<file path="src/rtl/seg_pkg.sv">
// Shared constants for the seg_scan display stage: segment patterns,
// digit-slot encoding and the idle ("off") bus values for both polarities.
package seg_pkg;

  // Active-high gfedcba patterns
  localparam logic [6:0] SEG_0 = 7'h3F;
  localparam logic [6:0] SEG_1 = 7'h06;
  localparam logic [6:0] SEG_2 = 7'h5B;
  localparam logic [6:0] SEG_3 = 7'h4F;
  localparam logic [6:0] SEG_4 = 7'h66;
  localparam logic [6:0] SEG_5 = 7'h6D;
  localparam logic [6:0] SEG_6 = 7'h7D;
  localparam logic [6:0] SEG_7 = 7'h07;
  localparam logic [6:0] SEG_8 = 7'h7F;
  localparam logic [6:0] SEG_9 = 7'h6F;
  localparam logic [6:0] SEG_E = 7'h79;

  typedef enum logic [1:0] {
    S_ONE = 2'd0,
    S_TEN = 2'd1,
    S_HUN = 2'd2
  } dig_st_e;

  localparam logic [7:0] SEG_OFF_AL = 8'hFF;
  localparam logic [2:0] AN_OFF_AL  = 3'b111;
  localparam logic [7:0] SEG_OFF_AH = 8'h00;
  localparam logic [2:0] AN_OFF_AH  = 3'b000;

endpackage

</file>
<file path="src/rtl/seg_dec.sv">
// BCD digit to active-high 7-segment pattern; anything above 9 shows "E".
module seg_dec
  import seg_pkg::*;
(
  input  logic [3:0] val_i,
  output logic [6:0] pat_o
);

  always_comb begin
    pat_o = SEG_E;
    case (val_i)
      4'd0: pat_o = SEG_0;
      4'd1: pat_o = SEG_1;
      4'd2: pat_o = SEG_2;
      4'd3: pat_o = SEG_3;
      4'd4: pat_o = SEG_4;
      4'd5: pat_o = SEG_5;
      4'd6: pat_o = SEG_6;
      4'd7: pat_o = SEG_7;
      4'd8: pat_o = SEG_8;
      4'd9: pat_o = SEG_9;
      default: pat_o = SEG_E;
    endcase
  end

endmodule

</file>
<file path="src/rtl/seg_scan.sv">
// Three-digit multiplexed 7-segment driver: captures a BCD result on load,
// scans ones/tens/hundreds with per-slot dead-time and optional zero blanking.
module seg_scan
  import seg_pkg::*;
#(
  parameter int SCAN_DIV       = 50000,
  parameter int BLANK_CYC      = 4,
  parameter bit SEG_ACTIVE_LOW = 1'b1
) (
  input  logic       clk,
  input  logic       rst_n,
  input  logic [3:0] one,
  input  logic [3:0] ten,
  input  logic [1:0] hun,
  input  logic       load,
  input  logic       blank_lz,
  output logic [7:0] seg,
  output logic [2:0] an,
  output logic       disp_vld
);

  localparam int          CW       = (SCAN_DIV > 1) ? $clog2(SCAN_DIV) : 1;
  localparam logic [CW-1:0] CNT_LAST = CW'(SCAN_DIV - 1);
  localparam logic [CW-1:0] BLANK_W  = CW'(BLANK_CYC);
  localparam logic [7:0]  SEG_OFF  = SEG_ACTIVE_LOW ? SEG_OFF_AL : SEG_OFF_AH;
  localparam logic [2:0]  AN_OFF   = SEG_ACTIVE_LOW ? AN_OFF_AL  : AN_OFF_AH;

  logic [CW-1:0] cnt_q;
  dig_st_e       state_q;
  logic [3:0]    held_one_q, held_ten_q;
  logic [1:0]    held_hun_q;
  logic          disp_vld_q;
  logic [7:0]    seg_q, seg_d;
  logic [2:0]    an_q, an_d;

  logic [3:0] dec_in;
  logic [6:0] dec_pat;
  logic [2:0] an_oh;
  logic       slot_on;

  // Single decoder shared by all slots; hun==3 is forced out of BCD range.
  always_comb begin
    dec_in  = held_one_q;
    an_oh   = 3'b001;
    slot_on = 1'b1;
    case (state_q)
      S_TEN: begin
        dec_in  = held_ten_q;
        an_oh   = 3'b010;
        slot_on = !(blank_lz && held_hun_q == 2'd0 && held_ten_q == 4'd0);
      end
      S_HUN: begin
        dec_in  = (held_hun_q == 2'd3) ? 4'hF : {2'b00, held_hun_q};
        an_oh   = 3'b100;
        slot_on = !(blank_lz && held_hun_q == 2'd0);
      end
      default: ;
    endcase
  end

  seg_dec u_dec (
    .val_i (dec_in),
    .pat_o (dec_pat)
  );

  always_comb begin
    seg_d = SEG_OFF;
    an_d  = AN_OFF;
    if (disp_vld_q && cnt_q >= BLANK_W && slot_on) begin
      seg_d = SEG_ACTIVE_LOW ? ~{1'b0, dec_pat} : {1'b0, dec_pat};
      an_d  = SEG_ACTIVE_LOW ? ~an_oh : an_oh;
    end
  end

  always_ff @(posedge clk or negedge rst_n) begin
    if (!rst_n) begin
      cnt_q      <= '0;
      state_q    <= S_ONE;
      held_one_q <= '0;
      held_ten_q <= '0;
      held_hun_q <= '0;
      disp_vld_q <= 1'b0;
      seg_q      <= SEG_OFF;
      an_q       <= AN_OFF;
    end else begin
      if (cnt_q == CNT_LAST) begin
        cnt_q <= '0;
        case (state_q)
          S_ONE:   state_q <= S_TEN;
          S_TEN:   state_q <= S_HUN;
          default: state_q <= S_ONE;
        endcase
      end else begin
        cnt_q <= cnt_q + 1'b1;
      end
      if (load) begin
        held_one_q <= one;
        held_ten_q <= ten;
        held_hun_q <= hun;
        disp_vld_q <= 1'b1;
      end
      seg_q <= seg_d;
      an_q  <= an_d;
    end
  end

  assign seg      = seg_q;
  assign an       = an_q;
  assign disp_vld = disp_vld_q;

endmodule

</file>
<file path="config.mk">
export PLATFORM = sky130hd
export DESIGN_NAME = seg_scan
export DESIGN_NICKNAME = d
export VERILOG_FILES = /design/src/rtl/seg_pkg.sv /design/src/rtl/seg_dec.sv /design/src/rtl/seg_scan.sv
export SDC_FILE = /design/constraint.sdc
export NUM_CORES = 1
export LEC_CHECK = 0
export CORE_UTILIZATION = 58
export DETAILED_ROUTE_END_ITERATION = 10
export GPL_ROUTABILITY_DRIVEN = 0
export HOLD_SLACK_MARGIN = 0.08
export PLACE_DENSITY_LB_ADDON = 0.2
export SLEW_MARGIN = 20
export SYNTH_ARGS = -nofsm -noshare
export SYNTH_HDL_FRONTEND = slang
export SYNTH_HIERARCHICAL = 1
export SYNTH_SLANG_ARGS = --single-unit
</file>
<file path="constraint.sdc">
create_clock -name clk -period 4.9 [get_ports clk]
set_input_delay 1.47 -clock clk [delete_from_list [all_inputs] [get_ports clk]]
set_output_delay 1.47 -clock clk [all_outputs]
set_load 0.005 [all_outputs]
</file>
Word-level counts from Yosys, hierarchy flattened
Memories as Yosys holds them, arrays and structs flattened.
Index checks and enable logic that the tools add are counted.

storage, ports and cells
  word-level logic and storage cells = 34
  memories = 1
  bits of input ports = 14
  register bits after elaboration = 40
  ROM bits = 112
  output and inout bits = 12

cells by class
  bitwise logic cells = 2
  equality and inequality tests = 4
  add/sub/neg operators = 1
  magnitude comparators = 1
  reduce and logical (&&, ||, !) cells = 9
  multiplexer cells = 8

memory list
  name              words  width  read ports  clocked after Yosys merged registers in  write ports  RTL line       RTL
  (name not given)  16     7      1           0                                        0            seg_dec.sv:11  case (val_i)

operator list
  kind                     count
  $add A16 B1 Y16 const B  1
  $eq A16 B16 Y1 const B   1
  $ge A16 B3 Y1 const B    1
  $mux W16                 1
  $mux W8                  1
  $not A7 Y8               1
  $pmux W4 S2              1
  $pmux W3 S2              1
  $eq A2 B2 Y1 const B     2
  $logic_and A1 B1 Y1      4
  $logic_not A2 Y1         2
  $logic_not A4 Y1         1
  $mux W4                  1
  $pmux W2 S2              1
  $mux W3                  1
  $not A3 Y3               1
  $eq A2 B1 Y1 const B     1
  $logic_not A1 Y1         2
  $pmux W1 S2              1

Longest topological paths before layout
  word-level depth = 7
  gate-level depth with buffers = 10
  depth with buffers taken out = 9

By module
The synthesis kept the hierarchy.

by module, submodules not included
  module    sequential area each (um^2)  times used  cells each  area each (um^2)
  seg_scan  988.4                        1           156         1769.2
  seg_dec   0.0                          1           26          190.2

Worst setup path after synthesis
No wires, ideal clock.

  path type = input to register
  start point = input load
  end point = register held_hun_q[0]
  data arrival time = 2.136 ns
  setup time = 0.125 ns
  buffers on the path = 1
  slack = 2.639 ns
  required time = 4.775 ns
  cell stages on the path = 2
  cells stage by stage = clkbuf_1 mux2_2

RTL lines
  element                 RTL line        RTL
  start: declaration      seg_scan.sv:15  input logic load,
  end signal: assignment  seg_scan.sv:99  held_hun_q <= hun;
  end: declaration        seg_scan.sv:31  logic [1:0] held_hun_q;

No word-level cell between the ends.

Worst setup path in the final report
  start point = register an_q[1], in the netlist an[1]
  end point = output an[1]

RTL lines
  element                   RTL line         RTL
  start: declaration        seg_scan.sv:34   logic [2:0] an_q, an_d;
  start signal: assignment  seg_scan.sv:103  an_q <= an_d;
  end: declaration          seg_scan.sv:18   output logic [2:0] an,

No word-level cell between the ends.

==> run_summary.xml <==
<?xml version="1.0" encoding="UTF-8"?>
<metrics>
  <group name="die">
    <metric name="floorplan.die_area" unit="um^2">3610</metric>
    <metric name="fp.dieH" unit="um">60.1</metric>
    <metric name="initial_utilization" unit="%">62.6</metric>
    <metric name="die-width" unit="um">60.1</metric>
    <metric name="rows" unit="">20</metric>
    <metric name="coreArea" unit="um^2">3130</metric>
    <metric name="top_level_ports" unit="">26</metric>
  </group>
  <group name="timing">
    <metric name="timing.max_slew.rel_slack" unit="%">59.4</metric>
    <metric name="skew" unit="ns">0.0155</metric>
    <metric name="final-setup-viol-count" unit="">0</metric>
    <metric name="timing.final.hold_violations" unit="">0</metric>
    <metric name="fin_crit_sh" unit="%">57.6</metric>
    <metric name="max_freq" unit="MHz">354</metric>
    <metric name="finalWorstSetupSlack" unit="ns">2.08</metric>
    <metric name="grt_setup_unrepaired" unit="">no</metric>
    <metric name="setup_tns_final" unit="ns">0</metric>
    <metric name="final.min_clock_period" unit="ns">2.82</metric>
    <metric name="final_max_slew_viol_count" unit="">0</metric>
    <metric name="tightest_slew" unit="ns">0.610</metric>
  </group>
  <group name="cts">
    <metric name="cts.htree.levels" unit="">2</metric>
    <metric name="cts.repair_timing.setup_buffer_count" unit="">0</metric>
    <metric name="cts_root_buf" unit="">sky130_fd_sc_hd__clkbuf_4</metric>
    <metric name="cts_max_path_buffers" unit="">2</metric>
    <metric name="numCtsBuffers" unit="">5</metric>
    <metric name="post_cts_hold_buffer_count" unit="">0</metric>
    <metric name="tritoncts" unit="">built</metric>
    <metric name="cts.clk_slew.worst_paths" unit="ns">0.11</metric>
    <metric name="ctsResizeCount" unit="">0</metric>
    <metric name="num_clock_sinks" unit="">39</metric>
    <metric name="worst_skew_pair.late_latency" unit="ns">0.34</metric>
  </group>
  <group name="job">
    <metric name="cap_violations" unit="">0</metric>
  </group>
  <group name="logic_synthesis">
    <metric name="syn-instance-count" unit="">182</metric>
    <metric name="synth-seq-area-share" unit="%">50.4</metric>
    <metric name="synth_enable_flop_cells" unit="">0</metric>
    <metric name="async_reset_ff_share" unit="%">100</metric>
    <metric name="synth_largest_type_area_fraction" unit="%">37.0</metric>
    <metric name="synth_top_cell_by_area" unit="">sky130_fd_sc_hd__dfrtp_1</metric>
    <metric name="ys_warn_count" unit="">6</metric>
    <metric name="ys_top_cells_by_area" unit="">sky130_fd_sc_hd__dfrtp_1 (37%), sky130_fd_sc_hd__dfstp_2 (13%), sky130_fd_sc_hd__ha_1 (8.3%), sky130_fd_sc_hd__mux2_2 (5.7%), sky130_fd_sc_hd__xor2_1 (4.0%)</metric>
    <metric name="synth.lib_cells_used.distinct" unit="">37</metric>
    <metric name="ff_latch_count_synth" unit="">39</metric>
    <metric name="syn-cell-area" unit="um^2">1960</metric>
    <metric name="synth.net_count" unit="">209</metric>
    <metric name="syn-mean-instance-area" unit="um^2">10.8</metric>
    <metric name="post-synth-top-count-cell" unit="">sky130_fd_sc_hd__dfrtp_1</metric>
    <metric name="ys_dominant_reg_cell" unit="">sky130_fd_sc_hd__dfrtp_1</metric>
    <metric name="post_synth_most_frequent_cells" unit="">sky130_fd_sc_hd__dfrtp_1 (29), sky130_fd_sc_hd__nand2_1 (19), sky130_fd_sc_hd__nor2_1 (18)</metric>
  </group>
  <group name="critical_path">
    <metric name="crit_required" unit="ns">3.43</metric>
    <metric name="critical_path.max_stage_delay" unit="ns">0.53</metric>
    <metric name="arrival" unit="ns">1.35</metric>
    <metric name="worst_setup_path_start_kind" unit="">flip-flop</metric>
    <metric name="crit_chain" unit="">clkdlybuf4s50_1</metric>
    <metric name="cp_top_family" unit="">flip-flops</metric>
    <metric name="critical_path_class" unit="">reg -&gt; out</metric>
    <metric name="worstPathMaxFanout" unit="">1</metric>
    <metric name="slowest_stage" unit="">sky130_fd_sc_hd__dfstp_2</metric>
    <metric name="critical_path_buf_inv_count" unit="">1</metric>
    <metric name="crit_path_end_kind" unit="">primary output</metric>
  </group>
  <group name="place">
    <metric name="dp_hpwl" unit="um">2660</metric>
    <metric name="dpl-instance-area" unit="um^2">2240</metric>
    <metric name="detailedPlace.worstSlack" unit="ns">2.12</metric>
    <metric name="buffer_ports.inserted" unit="">24</metric>
  </group>
  <group name="route">
    <metric name="route.antenna.remaining_nets" unit="">0</metric>
    <metric name="wirelength" unit="um">3600</metric>
    <metric name="drc" unit="">0</metric>
    <metric name="wl_per_cell" unit="um">14.1</metric>
    <metric name="num_vias" unit="">1412</metric>
    <metric name="drt_iter0_markers" unit="">57</metric>
    <metric name="routed_via_density" unit="">5.54</metric>
    <metric name="drt_pre_antenna_iters" unit="">4</metric>
  </group>
  <group name="global_route">
    <metric name="grt_antenna_before_repair" unit="">0</metric>
    <metric name="grt_pass1_vias" unit="">1378</metric>
    <metric name="gr-total-overflow" unit="">0</metric>
    <metric name="grt_start_max_net_pins" unit="">40</metric>
    <metric name="global_route.usage.total" unit="%">23.7</metric>
    <metric name="grt_pass1_wl" unit="um">6190</metric>
  </group>
  <group name="finish">
    <metric name="final_core_util" unit="%">73.6</metric>
    <metric name="layout-area-overhead-vs-synth" unit="%">17.6</metric>
    <metric name="drive_above_1_share" unit="%">17.1</metric>
    <metric name="net_count_of_the_finished_layout" unit="">237</metric>
    <metric name="antenna_cells_inserted" unit="">0</metric>
    <metric name="design_area" unit="um^2">2300</metric>
  </group>
  <group name="outcome">
    <metric name="outcome" unit="">complete, no violations</metric>
  </group>
  <group name="worst_hold_path">
    <metric name="worst_hold_path_type" unit="">reg -&gt; reg</metric>
  </group>
  <group name="power_and_ir_drop">
    <metric name="ir_worst_vdd" unit="V">0.000197</metric>
    <metric name="total_leakage_power" unit="nW">1.05</metric>
    <metric name="cellPowerDensity" unit="nW/um^2">259</metric>
  </group>
</metrics>
-- stage by stage --
| step | instances | power [mW] | hold slack, ns |
|---|---|---|---|
| floorplan | 182 | 0.393 | 0.457 |
| global placement | 247 | 0.430 | 0.494 |
| detailed placement | 247 | 0.435 | 0.509 |
| CTS | 255 | 0.600 | 0.533 |
| global route | 255 | 0.628 | 0.557 |
| finish | 255 | 0.596 | 0.528 |
-- worst paths after layout --
| kind | startpoint | end | slack, ns | cells past startpoint |
|---|---|---|---|---|
| worst max-delay path | an[1] | an[1] | 2.08 | 1 |
| worst min-delay path | cnt_q[13] | cnt_q[13] | 0.53 | 1 |
| worst max register to register | state_q[0] | seg[3] | 2.42 | 9 |
| worst min register to register | cnt_q[13] | cnt_q[13] | 0.53 | 1 |
| max in group asynchronous | rst_n | seg[2] | 3.00 | 2 |
| min in group asynchronous | rst_n | cnt_q[11] | 1.54 | 2 |
-- power breakdown --
group          internal (mW)  switching (mW)  total [mW]
sequential             0.344         0.00916       0.353
clock                 0.0696          0.0965       0.166
combinational         0.0427          0.0341      0.0768
-- layout by cell type (no fill, tap or decap), types with 2 or more instances in the layout --
cell,synthesis,final
sky130_fd_sc_hd__mux2_2,10,10
sky130_fd_sc_hd__a22oi_1,2,2
sky130_fd_sc_hd__dfstp_2,10,10
sky130_fd_sc_hd__a21o_1,3,3
sky130_fd_sc_hd__or4_1,2,2
sky130_fd_sc_hd__nand4_1,2,2
sky130_fd_sc_hd__o41ai_1,3,3
sky130_fd_sc_hd__a31oi_1,2,2
sky130_fd_sc_hd__a31o_2,2,2
sky130_fd_sc_hd__nand2b_1,2,2
sky130_fd_sc_hd__nor3_1,3,3
sky130_fd_sc_hd__mux2_4,2,2
sky130_fd_sc_hd__dfrtp_1,29,29
sky130_fd_sc_hd__xnor2_1,2,2
sky130_fd_sc_hd__nor2_1,18,18
sky130_fd_sc_hd__nand2_1,19,19
sky130_fd_sc_hd__nand3_1,7,7
sky130_fd_sc_hd__o21ai_0,3,3
sky130_fd_sc_hd__clkbuf_4,0,5
sky130_fd_sc_hd__or3_1,4,4
sky130_fd_sc_hd__and2_1,2,2
sky130_fd_sc_hd__clkdlybuf4s50_1,0,24
sky130_fd_sc_hd__ha_1,13,13
sky130_fd_sc_hd__or2_2,2,2
sky130_fd_sc_hd__a21oi_1,7,7
sky130_fd_sc_hd__inv_1,10,10
sky130_fd_sc_hd__xor2_1,9,9
-- layer usage --
metal  up-vias  wire length [um]  GRT usage [%]
met5         -                 0              0
li1        678                 -              -
met1       672              1620           30.4
met3        11               172           4.98
met2        51              1720           36.7
met4         0                87           13.6
-- cell type report --
type	count	area, um^2
clock buffers	7	55.1
clock inverters	1	5.00
fillers	221	825
inverters	10	37.5
multi-input cells	129	915
flip-flops and latches	39	988
well taps	44	55.1
repair buffers	25	248
-- flip-flops by register name, summed over array words and instances (netlist names) --
| signal | cells |
|---|---|
| held_one_q | 4 |
| disp_vld | 1 |
| cnt_q | 16 |
| an | 3 |
| state_q | 2 |
| held_ten_q | 4 |
| seg | 7 |
| held_hun_q | 2 |
-- logic make-up (layout without fill, tap and decap cells) --
logic type / after synthesis / count (layout) / synth area share, %
AOI/OAI and AO/OA: 24 / 24 / 8.17
DFF: 39 / 39 / 50.4
muxes: 12 / 12 / 7.28
xor gates and xnor gates: 11 / 11 / 4.92
and+or+nand+nor: 68 / 68 / 17.8
buffers and inverters: 14 / 43 / 2.87
adders and majority gates: 13 / 13 / 8.30
other: 1 / 1 / 0.191
Note: power is estimated with default switching activity, not from simulation.
